[config.mk]
export PLATFORM = sky130hd
export DESIGN_NAME = universal_shift_register_flat
export DESIGN_NICKNAME = d
export VERILOG_FILES = /design/src/rtl/shift_pkg.sv /design/src/rtl/universal_shift_register_if.sv /design/src/rtl/shift_sat_counter.sv /design/src/rtl/universal_shift_register.sv /design/src/flat_wrapper.sv
export SDC_FILE = /design/constraint.sdc
export NUM_CORES = 1
export LEC_CHECK = 0
export BUFFER_PORTS_ARGS = -buffer_cell sky130_fd_sc_hd__buf_2
export CORE_AREA = 2 2 50 52
export CTS_CLUSTER_DIAMETER = 120
export DETAILED_ROUTE_END_ITERATION = 10
export DIE_AREA = 0 0 52 54
export PLACE_DENSITY = 0.69
export SLEW_MARGIN = 20
export SYNTH_ARGS = -nofsm -noshare
export SYNTH_HDL_FRONTEND = slang
export SYNTH_SLANG_ARGS = --single-unit
[constraint.sdc]
create_clock -name clk -period 2.9 [get_ports clk]
set_input_delay 0.725 -clock clk [delete_from_list [all_inputs] [get_ports clk]]
set_output_delay 0.725 -clock clk [all_outputs]
set_load 0.02 [all_outputs]
[src/rtl/shift_pkg.sv]
// ---------------------------------------------------------------------------
// shift_pkg
// Shared definitions for the universal shift register and for any controller
// that drives its mode input, so both sides agree on the operation codes.
// Contents: MODE_W (width of the mode field) and the eight MODE_* codes.
// ---------------------------------------------------------------------------
package shift_pkg;

  localparam int MODE_W = 3;

  localparam logic [MODE_W-1:0] MODE_HOLD  = 3'b000;
  localparam logic [MODE_W-1:0] MODE_SHL   = 3'b001;
  localparam logic [MODE_W-1:0] MODE_SHR   = 3'b010;
  localparam logic [MODE_W-1:0] MODE_ROL   = 3'b011;
  localparam logic [MODE_W-1:0] MODE_ROR   = 3'b100;
  localparam logic [MODE_W-1:0] MODE_ASR   = 3'b101;
  localparam logic [MODE_W-1:0] MODE_LOAD  = 3'b110;
  localparam logic [MODE_W-1:0] MODE_CLEAR = 3'b111;

endpackage

[src/rtl/universal_shift_register_if.sv]
// ---------------------------------------------------------------------------
// universal_shift_register_if
// Bundles the control, data and status signals of the universal shift
// register. clk and reset are not part of the bundle.
//   master : drives en, mode, ser_in_l, ser_in_r, par_in;
//            observes data_out, ser_out_l, ser_out_r, shift_cnt, done
//   slave  : the shift register itself (opposite directions)
// ---------------------------------------------------------------------------
interface universal_shift_register_if #(
  parameter int WIDTH = 8
);

  localparam int CNT_W = $clog2(WIDTH + 1);

  logic                        en;
  logic [shift_pkg::MODE_W-1:0] mode;
  logic                        ser_in_l;
  logic                        ser_in_r;
  logic [WIDTH-1:0]            par_in;
  logic [WIDTH-1:0]            data_out;
  logic                        ser_out_l;
  logic                        ser_out_r;
  logic [CNT_W-1:0]            shift_cnt;
  logic                        done;

  modport master (
    output en, mode, ser_in_l, ser_in_r, par_in,
    input  data_out, ser_out_l, ser_out_r, shift_cnt, done
  );

  modport slave (
    input  en, mode, ser_in_l, ser_in_r, par_in,
    output data_out, ser_out_l, ser_out_r, shift_cnt, done
  );

endinterface

[src/rtl/shift_sat_counter.sv]
// ---------------------------------------------------------------------------
// shift_sat_counter
// Counts shift operations, saturating at WIDTH, and emits a registered
// one-cycle done pulse on the WIDTH-1 -> WIDTH step only.
// Ports:
//   clk   in  1      rising-edge clock
//   reset in  1      asynchronous active-high reset
//   clr   in  1      return count to 0 (wins over inc)
//   inc   in  1      one shift/rotate happened this cycle
//   cnt   out CNT_W  current count
//   done  out 1      pulse in the cycle cnt first reads WIDTH
// ---------------------------------------------------------------------------
module shift_sat_counter #(
  parameter int WIDTH = 8,
  localparam int CNT_W = $clog2(WIDTH + 1)
) (
  input  logic             clk,
  input  logic             reset,
  input  logic             clr,
  input  logic             inc,
  output logic [CNT_W-1:0] cnt,
  output logic             done
);

  localparam logic [CNT_W-1:0] CNT_MAX  = CNT_W'(WIDTH);
  localparam logic [CNT_W-1:0] CNT_LAST = CNT_W'(WIDTH - 1);

  // done is only raised while stepping out of the last counting value, so
  // once saturated (FULL) further shifts leave it low; clear beats the step.
  always_ff @(posedge clk or posedge reset) begin
    if (reset) begin
      cnt  <= '0;
      done <= 1'b0;
    end else if (clr) begin
      cnt  <= '0;
      done <= 1'b0;
    end else if (inc && (cnt != CNT_MAX)) begin
      cnt  <= cnt + 1'b1;
      done <= (cnt == CNT_LAST);
    end else begin
      done <= 1'b0;
    end
  end

endmodule

[src/rtl/universal_shift_register.sv]
// ---------------------------------------------------------------------------
// universal_shift_register
// WIDTH-bit register with per-cycle shift, rotate, arithmetic shift, parallel
// load and clear, plus a saturating shift counter and done pulse for use as a
// serializer / deserializer.
// Ports:
//   clk    in   1   rising-edge clock
//   reset  in   1   asynchronous active-high reset (register -> RESET_VAL)
//   bus    slave    en, mode, ser_in_l, ser_in_r, par_in in;
//                   data_out, ser_out_l, ser_out_r, shift_cnt, done out
// The interface instance must be built with the same WIDTH.
// ---------------------------------------------------------------------------
module universal_shift_register
  import shift_pkg::*;
#(
  parameter int               WIDTH     = 8,
  parameter logic [WIDTH-1:0] RESET_VAL = '0
) (
  input  logic                        clk,
  input  logic                        reset,
  universal_shift_register_if.slave   bus
);

  localparam int CNT_W = $clog2(WIDTH + 1);

  logic [WIDTH-1:0] data_q;
  logic [WIDTH-1:0] data_d;
  logic             cnt_inc;
  logic             cnt_clr;
  logic [CNT_W-1:0] cnt;
  logic             done_pulse;

  // Next-value decode. With en low everything holds, including the counter.
  always_comb begin
    data_d  = data_q;
    cnt_inc = 1'b0;
    cnt_clr = 1'b0;
    if (bus.en) begin
      unique case (bus.mode)
        MODE_SHL: begin
          data_d  = {data_q[WIDTH-2:0], bus.ser_in_l};
          cnt_inc = 1'b1;
        end
        MODE_SHR: begin
          data_d  = {bus.ser_in_r, data_q[WIDTH-1:1]};
          cnt_inc = 1'b1;
        end
        MODE_ROL: begin
          data_d  = {data_q[WIDTH-2:0], data_q[WIDTH-1]};
          cnt_inc = 1'b1;
        end
        MODE_ROR: begin
          data_d  = {data_q[0], data_q[WIDTH-1:1]};
          cnt_inc = 1'b1;
        end
        MODE_ASR: begin
          data_d  = {data_q[WIDTH-1], data_q[WIDTH-1:1]};
          cnt_inc = 1'b1;
        end
        MODE_LOAD: begin
          data_d  = bus.par_in;
          cnt_clr = 1'b1;
        end
        MODE_CLEAR: begin
          data_d  = RESET_VAL;
          cnt_clr = 1'b1;
        end
        default: begin
          data_d = data_q;
        end
      endcase
    end
  end

  // Data register.
  always_ff @(posedge clk or posedge reset) begin
    if (reset) begin
      data_q <= RESET_VAL;
    end else begin
      data_q <= data_d;
    end
  end

  shift_sat_counter #(
    .WIDTH (WIDTH)
  ) u_counter (
    .clk   (clk),
    .reset (reset),
    .clr   (cnt_clr),
    .inc   (cnt_inc),
    .cnt   (cnt),
    .done  (done_pulse)
  );

  // Serial outputs come straight from the register ends, no extra latency.
  assign bus.data_out  = data_q;
  assign bus.ser_out_l = data_q[WIDTH-1];
  assign bus.ser_out_r = data_q[0];
  assign bus.shift_cnt = cnt;
  assign bus.done      = done_pulse;

endmodule

[src/flat_wrapper.sv]
// flat-port wrapper written by rule: the top's interface ports become plain ports
module universal_shift_register_flat import shift_pkg::*;
#(
  parameter int               WIDTH     = 8,
  parameter logic [WIDTH-1:0] RESET_VAL = '0
)
  (clk, reset, bus_en, bus_mode, bus_ser_in_l, bus_ser_in_r, bus_par_in, bus_data_out, bus_ser_out_l, bus_ser_out_r, bus_shift_cnt, bus_done);
  universal_shift_register_if #(.WIDTH(WIDTH)) bus_i ();
  input  logic clk;
  input  logic reset;
  input wire logic [$bits(bus_i.en)-1:0] bus_en;
  input wire logic [$bits(bus_i.mode)-1:0] bus_mode;
  input wire logic [$bits(bus_i.ser_in_l)-1:0] bus_ser_in_l;
  input wire logic [$bits(bus_i.ser_in_r)-1:0] bus_ser_in_r;
  input wire logic [$bits(bus_i.par_in)-1:0] bus_par_in;
  output wire logic [$bits(bus_i.data_out)-1:0] bus_data_out;
  output wire logic [$bits(bus_i.ser_out_l)-1:0] bus_ser_out_l;
  output wire logic [$bits(bus_i.ser_out_r)-1:0] bus_ser_out_r;
  output wire logic [$bits(bus_i.shift_cnt)-1:0] bus_shift_cnt;
  output wire logic [$bits(bus_i.done)-1:0] bus_done;
  assign bus_i.en = bus_en;
  assign bus_i.mode = bus_mode;
  assign bus_i.ser_in_l = bus_ser_in_l;
  assign bus_i.ser_in_r = bus_ser_in_r;
  assign bus_i.par_in = bus_par_in;
  assign bus_data_out = bus_i.data_out;
  assign bus_ser_out_l = bus_i.ser_out_l;
  assign bus_ser_out_r = bus_i.ser_out_r;
  assign bus_shift_cnt = bus_i.shift_cnt;
  assign bus_done = bus_i.done;
  universal_shift_register #(.WIDTH(WIDTH), .RESET_VAL(RESET_VAL)) u_core (.clk(clk), .reset(reset), .bus(bus_i));
endmodule
; Yosys cells after proc, flatten, opt, wreduce, memory -nomap -nowiden
; Cells that the tools add are included.
[totals]
register_bits = 13
in_bits = 16
out_inout_bits = 15
word_cells = 32
[classes]
n_addsub = 1
n_eq_ne = 9
muxes = 9
bitwise_logic = 1
n_reduce_logical = 8
[ops]
columns = op, count
row1 = 8-bit one-hot mux with 7 select lines, 1
row2 = "3-bit equality test, second input constant", 4
row3 = 4-bit 2-to-1 mux, 2
row4 = 7-bit nonzero test, 1
row5 = "3-bit by 2-bit equality test with 1-bit output, second input constant", 2
row6 = 1-bit 2-to-1 mux, 6
row7 = 6-bit nonzero test, 1
row8 = 5-bit OR reduction, 1
row9 = "4-bit by 1-bit adder with 4-bit output, second input constant", 1
row10 = "4-bit by 3-bit equality test with 1-bit output, second input constant", 1
row11 = "4-bit != test, second input constant", 1
row12 = "3-bit by 1-bit equality test with 1-bit output, second input constant", 1
row13 = 3-bit AND reduction, 1
row14 = 2-bit AND reduction, 1
row15 = 2-bit nonzero test, 1
row16 = 2-bit OR reduction, 1
row17 = 1-bit logical AND, 1
row18 = 1-bit inverter, 1

; Depth between registers and ports, before layout
; Gate-level depths: netlist of the first run.
[logic_depth]
depth_word = 7
depth_mapped = 5
depth_no_buf = 5

; Hierarchy
; Synthesis of the first run repeated with hierarchy kept, for this count alone.
[hier_totals]
hier_cells = 108
area_unflattened_um2 = 965.9
[modules_own_cells]
columns = module, instances, cells_per_inst, area_per_inst_um2, seq_area_each_um2
row1 = universal_shift_register, 1, 81, 691.9, 200.2
row2 = shift_sat_counter, 1, 27, 274.0, 125.1

; Worst setup path before layout of the first run
; OpenSTA, ideal clock, no wires.
[synth_timing]
path_type = input -> register
start = input port bus_mode[2]
end = register u_core.data_q[5] (netlist: u_core.bus.data_out[5])
setup_ns = 0.126
t_arrival_ns = 1.484
required_ns = 2.774
setup_slack_ns = 1.290
path_stages = 4
n_path_buf = 1
cell_sequence = buf_6 -> nor2b_1 -> a21bo_1 -> o32a_1
[synth_between]
elab_chain_len = 3
elab_cells_between_ends = 10
classes_between = eq/ne: 7 / mux: 1 / reduce/logical: 2
[synth_lines]
columns = element, line_no
row1 = start: declaration, flat_wrapper.sv:12  ; input wire logic [$bits(bus_i.mode)-1:0] bus_mode;
row2 = 3-bit by 1-bit equality test with 1-bit output (tied with other cells), universal_shift_register.sv:39  ; unique case (bus.mode)
row3 = 7-bit nonzero test (no source line), -
row4 = 2-bit AND reduction (no source line), -
row5 = end signal: assignment, universal_shift_register.sv:80  ; data_q <= data_d;
row6 = end: declaration, universal_shift_register.sv:26  ; logic [WIDTH-1:0] data_q;
; Parallel ways exist; a longest one is shown, timed or not.
; A chain may end at the register's enable or synchronous reset.

; Worst setup path in the final report of the first run
[layout_timing]
start = input port bus_mode[0]
end = register u_core.data_q[7] (netlist: u_core.bus.data_out[7])
[layout_between]
elab_chain_len = 3
elab_cells_between_ends = 11
classes_between = eq/ne: 7 / mux: 1 / bitwise: 1 / reduce/logical: 2
[layout_lines]
columns = element, line_no
row1 = 3-bit by 1-bit equality test with 1-bit output (tied with other cells), universal_shift_register.sv:39
row2 = 6-bit nonzero test (no source line) / 1-bit inverter (equally long branches), -
row3 = 3-bit AND reduction (no source line), -
; Parallel ways exist; a longest one is shown, timed or not.

==> summary.md, run 1 <==
| Metric | Value |
|---|---|
| Yosys cell types | 34 |
| First-pass GRT wire length | 3590 um |
| Overall power | approximately 630 uW |
| Mean area per synthesized cell | 8.99 sq um |
| P_int | about 370 uW |
| Die height | 54 um |
| Area fraction of the dominant cell type after synthesis | 33.8% |
| Port Buffer Count | 30 |
| Worst-path maximum fanout | 16 |
| Fillers | 240 |
| Top-count cell post-synth | dfrtp_1 |
| Logic pwr share | between 30% and 40% |
| Compound-gate portion of the synthesized area | 25.6% |
| DR WL/cell | 13.9 um |
| Clock Pin Slew Worst Setup and Hold Paths | 0.09 ns |
| Req. time, crit path | about 3 ns |
| Area contributors post-synth | dfrtp_1 (34%), mux2i_1 (5.2%), buf_6 (4.7%) |
| Largest net degree at the start of global routing | 21 |
| Max-Cap Viols | 0 |
| Mapped Cells | 107 |
| CTS tree | built |
| Critical path type | in2reg |
| Sw frac | 41.0% |
| Pwr dens | just under 600 nW/um^2 |
| Ys Warns | 0 |
| Num CTS Buffers | 3 |
| Setup TNS | 0 ns |
| Yosys top cell by area | dfrtp_1 |
| # setup viols final | 0 |
| DR vias | 877 |
| Post-synth EDFFs | 0 |
| Share of cells above drive strength 1 | ~28% |
| Crit end category | flop |
| Die area | 2810 sq um |
| Post-Synth Simple-Gate Area | 20.8% |
| Rel. slew slack | 62.5% |
| Mapped Area | 962 sq um |
| Period utilization | 62.4% |
| Routed Antenna Nets | 0 |
| Fin Clk Skew | 0.0102 ns |
| Routed wire length | between 2000 and 2500 um |
| Nets | between 100 and 150 |
| Longest Clk Path Bufs | 2 |
| H-Tree Level Count | 1 |
| Psw | 257 uW |
| Measured slew at the worst slew-check pin | 0.561 ns |
| GR Overflow Total | 0 |
| Die Span X | 52 um |
| Fin area | around 1100 sq um |
| Post-synthesis mux area share | 5.20% |
| Initial DRT Pass Iterations | 4 |
| # IOs | 31 |
| Post-CTS Setup Inserts | 0 |
| Setup slack, reg-to-reg | 1.68 ns |
| Num Clock Sinks | 13 |
| Worst VDD drop | 0.336 mV |
| Max-slew violations | 0 |
| Post-Synth Adder-Cell Area | roughly 2.6% |
| Synth Net Count | roughly 130 |
| FF-to-FF Start | u_core.u_counter.cnt[0] |
| Flop pwr share | 42.2% |
| Worst Setup Start Kind | input pin |
| Hold buffers post-CTS | 0 |
| Achievable frequency | 0.553 GHz |
| Initial antenna violation count | 0 |
| Worst Reg-to-Reg Cells | 5 |
| Ys async rst share | 100% |
| Hold Violations, Final | 0 |
| Clk Latency, worst-skew pair | approximately 0.29 ns |
| Number of global-route vias before repair | 802 |
| Core Area | 2320 sq um |
| Pleak | 0.518 nW |
| DP HPWL | 1610 um |
| Via/cell ratio | 5.48 |
| Clk network pwr share | a little under a fifth |
| # rows | 18 |
| Status | finished, final reports clean |
| Starting Density | between 40% and 50% |
| DR iter-0 viols | 18 |
| WP data arrival | 1.98 ns |
| ANT cells | 0 |
| Total Routing Usage GR | 17.5% |
| RSZ-0062 raised after global routing | no |
| Yosys reg bits | 13 |
| Hold Path Class | in2async |
| RePlAce Congestion | 0.809 |
| Area Growth Syn to Fin | 13.0% |
| Largest family of logic cells by synthesized area | compound AO/OA/AOI/OAI gates |
| Clock period minus worst slack | 1.81 ns |
| Top_reg_cell synth | dfrtp_1 |
| Clock tree root buffer cell | clkbuf_4 |
| Worst Hold Slack | 0.472 ns |
| # DRC | 0 |
| Synth cell count leaders | dfrtp_1 (13), nand2_1 (12), nand3_1 (8) |
| Post-CTS Resized | 0 |
| DP Area | 1060 sq um |
| Xor/xnor share of the synthesized area | 0% |
| R2r endpoint | u_core.u_counter.cnt[0] |
| Sequential fraction of the synthesis area | around 34% |
[worst max path at each step]
stage	from	to
floorplan	bus_mode[2]	u_core.bus.data_out[5]
global placement	bus_mode[0]	u_core.bus.data_out[7]
detailed placement	bus_mode[0]	u_core.bus.data_out[7]
CTS	bus_mode[0]	u_core.bus.data_out[7]
global route	bus_mode[0]	u_core.bus.data_out[7]
finish	bus_mode[0]	u_core.bus.data_out[7]
[critical path, cell delays in order]
cell and delay (ns):
buf_2 0.25, nor2b_1 0.46, a221oi_1 0.17, o32a_1 0.36
[routing by layer]
layer / track usage [%] / up-vias / part of all wire, %
li1: - / 430 / -
met2: 29.1 / 32 / 49
met1: 22.5 / 410 / 43
met5: 0 / - / 0
met3: 3.33 / 5 / 5.3
met4: 6.58 / 0 / 1.7
[metrics by stage]
step / util, % / cells / setup slack [ns]
5_1_grt: 46.9 / 160 / 0.929
3_5_place_dp: 45.7 / 156 / 0.814
3_3_place_gp: 45.7 / 156 / 0.864
4_1_cts: 46.9 / 160 / 1.11
2_1_floorplan: - / 107 / 1.29
6_report: 46.9 / 160 / 1.09
[final cells by class]
class	count	area, sq um	share of cell area [%]
clock buffers	4	26.3	2.42
inverters	7	26.3	2.42
multi-input cells	76	522	48.0
flip-flops and latches	13	325	29.9
well taps	30	37.5	3.45
repair buffers	30	150	13.8
[power groups by stage]
stage | sequential, mW | combinational, mW | clock [mW]
after CTS | 0.265 | 0.247 | 0.121
final | 0.264 | 0.244 | 0.118
after global routing | 0.272 | 0.270 | 0.128
after global placement | 0.266 | 0.241 | 0
after floorplan | 0.308 | 0.137 | 0
after detailed placement | 0.268 | 0.246 | 0
[cell families after synthesis]
logic type | count (synthesis)
adder cells (fa/ha/maj) | 2
flip-flops | 13
multiplexers | 5
buffers and inverters | 18
AND/OR/NAND/NOR | 39
AO/OA/AOI/OAI | 30
[cells in the final DEF (no fill, tap or decap), types with 2 or more instances in the layout]
master    netlist  final
a21o_1          5      5
o32a_1          3      3
nand3b_1        2      2
a41oi_2         2      2
inv_1           7      7
mux2i_1         5      5
a21oi_1         2      2
nand4_1         2      2
ha_1            2      2
buf_2           2     30
nor2b_1         3      3
o31a_1          2      2
nand2_1        12     12
dfrtp_1        13     13
a21bo_1         2      2
clkbuf_4        0      3
nor2_1          5      5
nand3_1         8      8
a41oi_1         3      3
o21ai_0         6      6
[state kept, by name, indices dropped and copies added, names as in the netlist]
| register | cells |
|---|---|
| u_core.bus.data_out | 8 |
| u_core.u_counter.cnt | 4 |
| u_core.u_counter.done | 1 |
(Power assumes the default switching activity.)
==> run 2: changes to the inputs <==
Clock period 2.9 ns to 1.8 ns, I/O delays scaled along.
==> run 2 against run 1 <==
First-iteration DRC count increased by 39%. Sequential cell count is the same. Register-to-register slack lost 1.1 ns. Critical path depth is 3 lower. Count of clock-buffer cells in the layout did not move. Clock power up 64%. Global-route usage is 0.37 points higher. Final cell count grew 1.9%. Wire length fell by 1.2%. Hold slack worse by 0.29 ns. Combinational power rose by 65%. Final area increased by 2.1%. Critical endpoint is now bus_data_out[6].
==> summary.md, run 2 (same netlist as run 1, synthesis figures left out) <==
| Metric | Value |
|---|---|
| Status | finished, final reports clean |
| DR iter-0 viols | 25 (+7) |
| Die area | 2810 sq um (unchanged) |
| Hold Path Class | in2async |
| Max-slew violations | 0 (unchanged) |
| Largest net degree at the start of global routing | 21 (unchanged) |
| Max-Cap Viols | 0 (unchanged) |
| CP max stage cell | dfrtp_1 |
| Clock period minus worst slack | 1.37 ns |
| Commonest non-fill, non-tap cell in the layout | buf_2 |
| Req. time, crit path | 1.35 ns (-1.72 ns) |
| Longest Clk Path Bufs | 2 (unchanged) |
| Core Area | 2320 sq um (unchanged) |
| Overall power | 1.02 mW (+63%) |
| Share of cells above drive strength 1 | 30.1% (+1.6 points) |
| Rel. slew slack | 64.3% (+1.8 points) |
| CP cell instances | buf_2 |
| ANT cells | 0 (unchanged) |
| Starting Density | 41.5% (unchanged) |
| Die height | 54 um (unchanged) |
| CTS tree | built |
| Routed wire length | 2200 um (-1.2%) |
| Hold Violations, Final | 0 (unchanged) |
| # setup viols final | 0 (unchanged) |
| Post-CTS Setup Inserts | 0 (unchanged) |
| Post-route insts no fill | 163 (+1.9%) |
| Achievable frequency | 0.729 GHz |
| Number of global-route vias before repair | 844 (+5.2%) |
| PnR worst setup slack | 0.427 ns (-0.663 ns) |
| # IOs | 31 (unchanged) |
| Routed Antenna Nets | 0 (unchanged) |
| Pwr dens | 920 nW/um^2 (+60%) |
| Total Routing Usage GR | 17.9% (+0.37 points) |
| Clk Latency, worst-skew pair | 0.29 ns (about the same) |
| WP data arrival | 0.92 ns (-1.06 ns) |
| Post-CTS Resized | 0 (unchanged) |
| Worst Hold Slack | 0.183 ns (-0.288 ns) |
| Pleak | 0.533 nW (+2.9%) |
| Area Growth Syn to Fin | 15.3% |
| RePlAce Congestion | 0.842 (+4.0%) |
| RSZ-0062 raised after global routing | no |
| Worst VDD drop | 0.509 mV (+52%) |
| Max reg flops | 8 (unchanged) |
| Measured slew at the worst slew-check pin | 0.534 ns (-0.0269 ns) |
| Via/cell ratio | 5.48 (about the same) |
| Commonest non-fill, non-tap cells in the layout | buf_2 (30), dfrtp_1 (13), nand2_1 (12) |
| Period utilization | roughly three quarters |
| Fin Clk Skew | 0.00627 ns (-0.00395 ns) |
| Clock Pin Slew Worst Setup and Hold Paths | 0.09 ns (about the same) |
| Initial DRT Pass Iterations | 4 (unchanged) |
| Port Buffer Count | 30 (unchanged) |
| Hold buffers post-CTS | 0 (unchanged) |
| DR WL/cell | 13.5 um (-3.0%) |
| H-Tree Level Count | 1 (unchanged) |
| Nets | 152 (+2.0%) |
| Critical path type | reg2out |
| CP max stage delay | 0.44 ns (-0.02 ns) |
| Worst Setup Start Kind | flop |
| DR vias | 893 (+1.8%) |
| FF-to-FF Start | u_core.u_counter.cnt[0] |
| CP bufs+invs | 1 (unchanged) |
| Initial antenna violation count | 0 (unchanged) |
| Crit path from | u_core.bus.data_out[6] |
| Die Span X | 52 um (unchanged) |
| Crit end category | primary output |
| Dpl ws | 0.176 ns (-0.638 ns) |
| # rows | 18 (unchanged) |
| Worst-path maximum fanout | 6 (-10) |
| First-pass GRT wire length | 3660 um (+1.9%) |
| Cells after DPL | 159 (+1.9%) |
| GR Overflow Total | 0 (unchanged) |
| # DRC | 0 (unchanged) |
| Clock tree root buffer cell | clkbuf_4 |
| Num Clock Sinks | 13 (unchanged) |
| Num CTS Buffers | 3 (unchanged) |
| Setup TNS | 0 ns (unchanged) |
| DP HPWL | 1600 um (-0.67%) |
| Crit-path leading delay family | flip-flops |
==> run 2: worst reg2reg max path, cell delays in order (launching register included) <==
cell and delay (ns):
dfrtp_1 0.42, inv_1 0.10, ha_1 0.16, nand3b_1 0.12, o21a_1 0.22, o22ai_2 0.15
==> run 2: layer usage <==
layer | wire length (um) | GRT usage, % | part of all wire (%) | vias to the layer above
li1 | - | - | - | 435
met1 | 994 | 22.1 | 45 | 431
met2 | 1060 | 30.4 | 48 | 22
met3 | 97 | 2.50 | 4.4 | 5
met4 | 46 | 9.21 | 2.1 | 0
met5 | 0 | 0 | 0 | -
==> run 2: power breakdown <==
group	total [mW]	internal (mW)	switching, mW	leakage [nW]
combinational	0.403	0.161	0.242	0.360
clock	0.194	0.0862	0.108	0.0150
sequential	0.424	0.353	0.0710	0.158
total	1.02	0.601	0.420	0.533
==> run 2: per-stage QoR <==
step	cell area, sq um	util (%)
finish	1110	47.8
global route	1110	47.8
CTS	1110	47.8
detailed placement	1080	46.7
global placement	1080	46.7
floorplan	962	-
==> run 2: path summary, 6_finish.rpt <==
| check | endpoint | slack (ns) | cells past startpoint |
|---|---|---|---|
| max | bus_data_out[6] | 0.43 | 1 |
| min | u_core.u_counter.cnt[0] | 0.18 | 2 |
| max reg2reg | u_core.u_counter.cnt[1] | 0.55 | 5 |
| min reg2reg | u_core.u_counter.done | 0.51 | 1 |
| max in group asynchronous | u_core.u_counter.cnt[3] | 1.26 | 2 |
| min in group clk | u_core.u_counter.done | 0.51 | 1 |
==> run 2: area by class of cell <==
| cell class | instances | area (sq um) |
|---|---|---|
| Timing Repair Buffer | 33 | 173 |
| Fill cell | 234 | 1210 |
| Clock buffer | 4 | 26.3 |
| Inverter | 7 | 26.3 |
| Sequential cell | 13 | 325 |
| Tap cell | 30 | 37.5 |
| Multi-Input combinational cell | 76 | 522 |
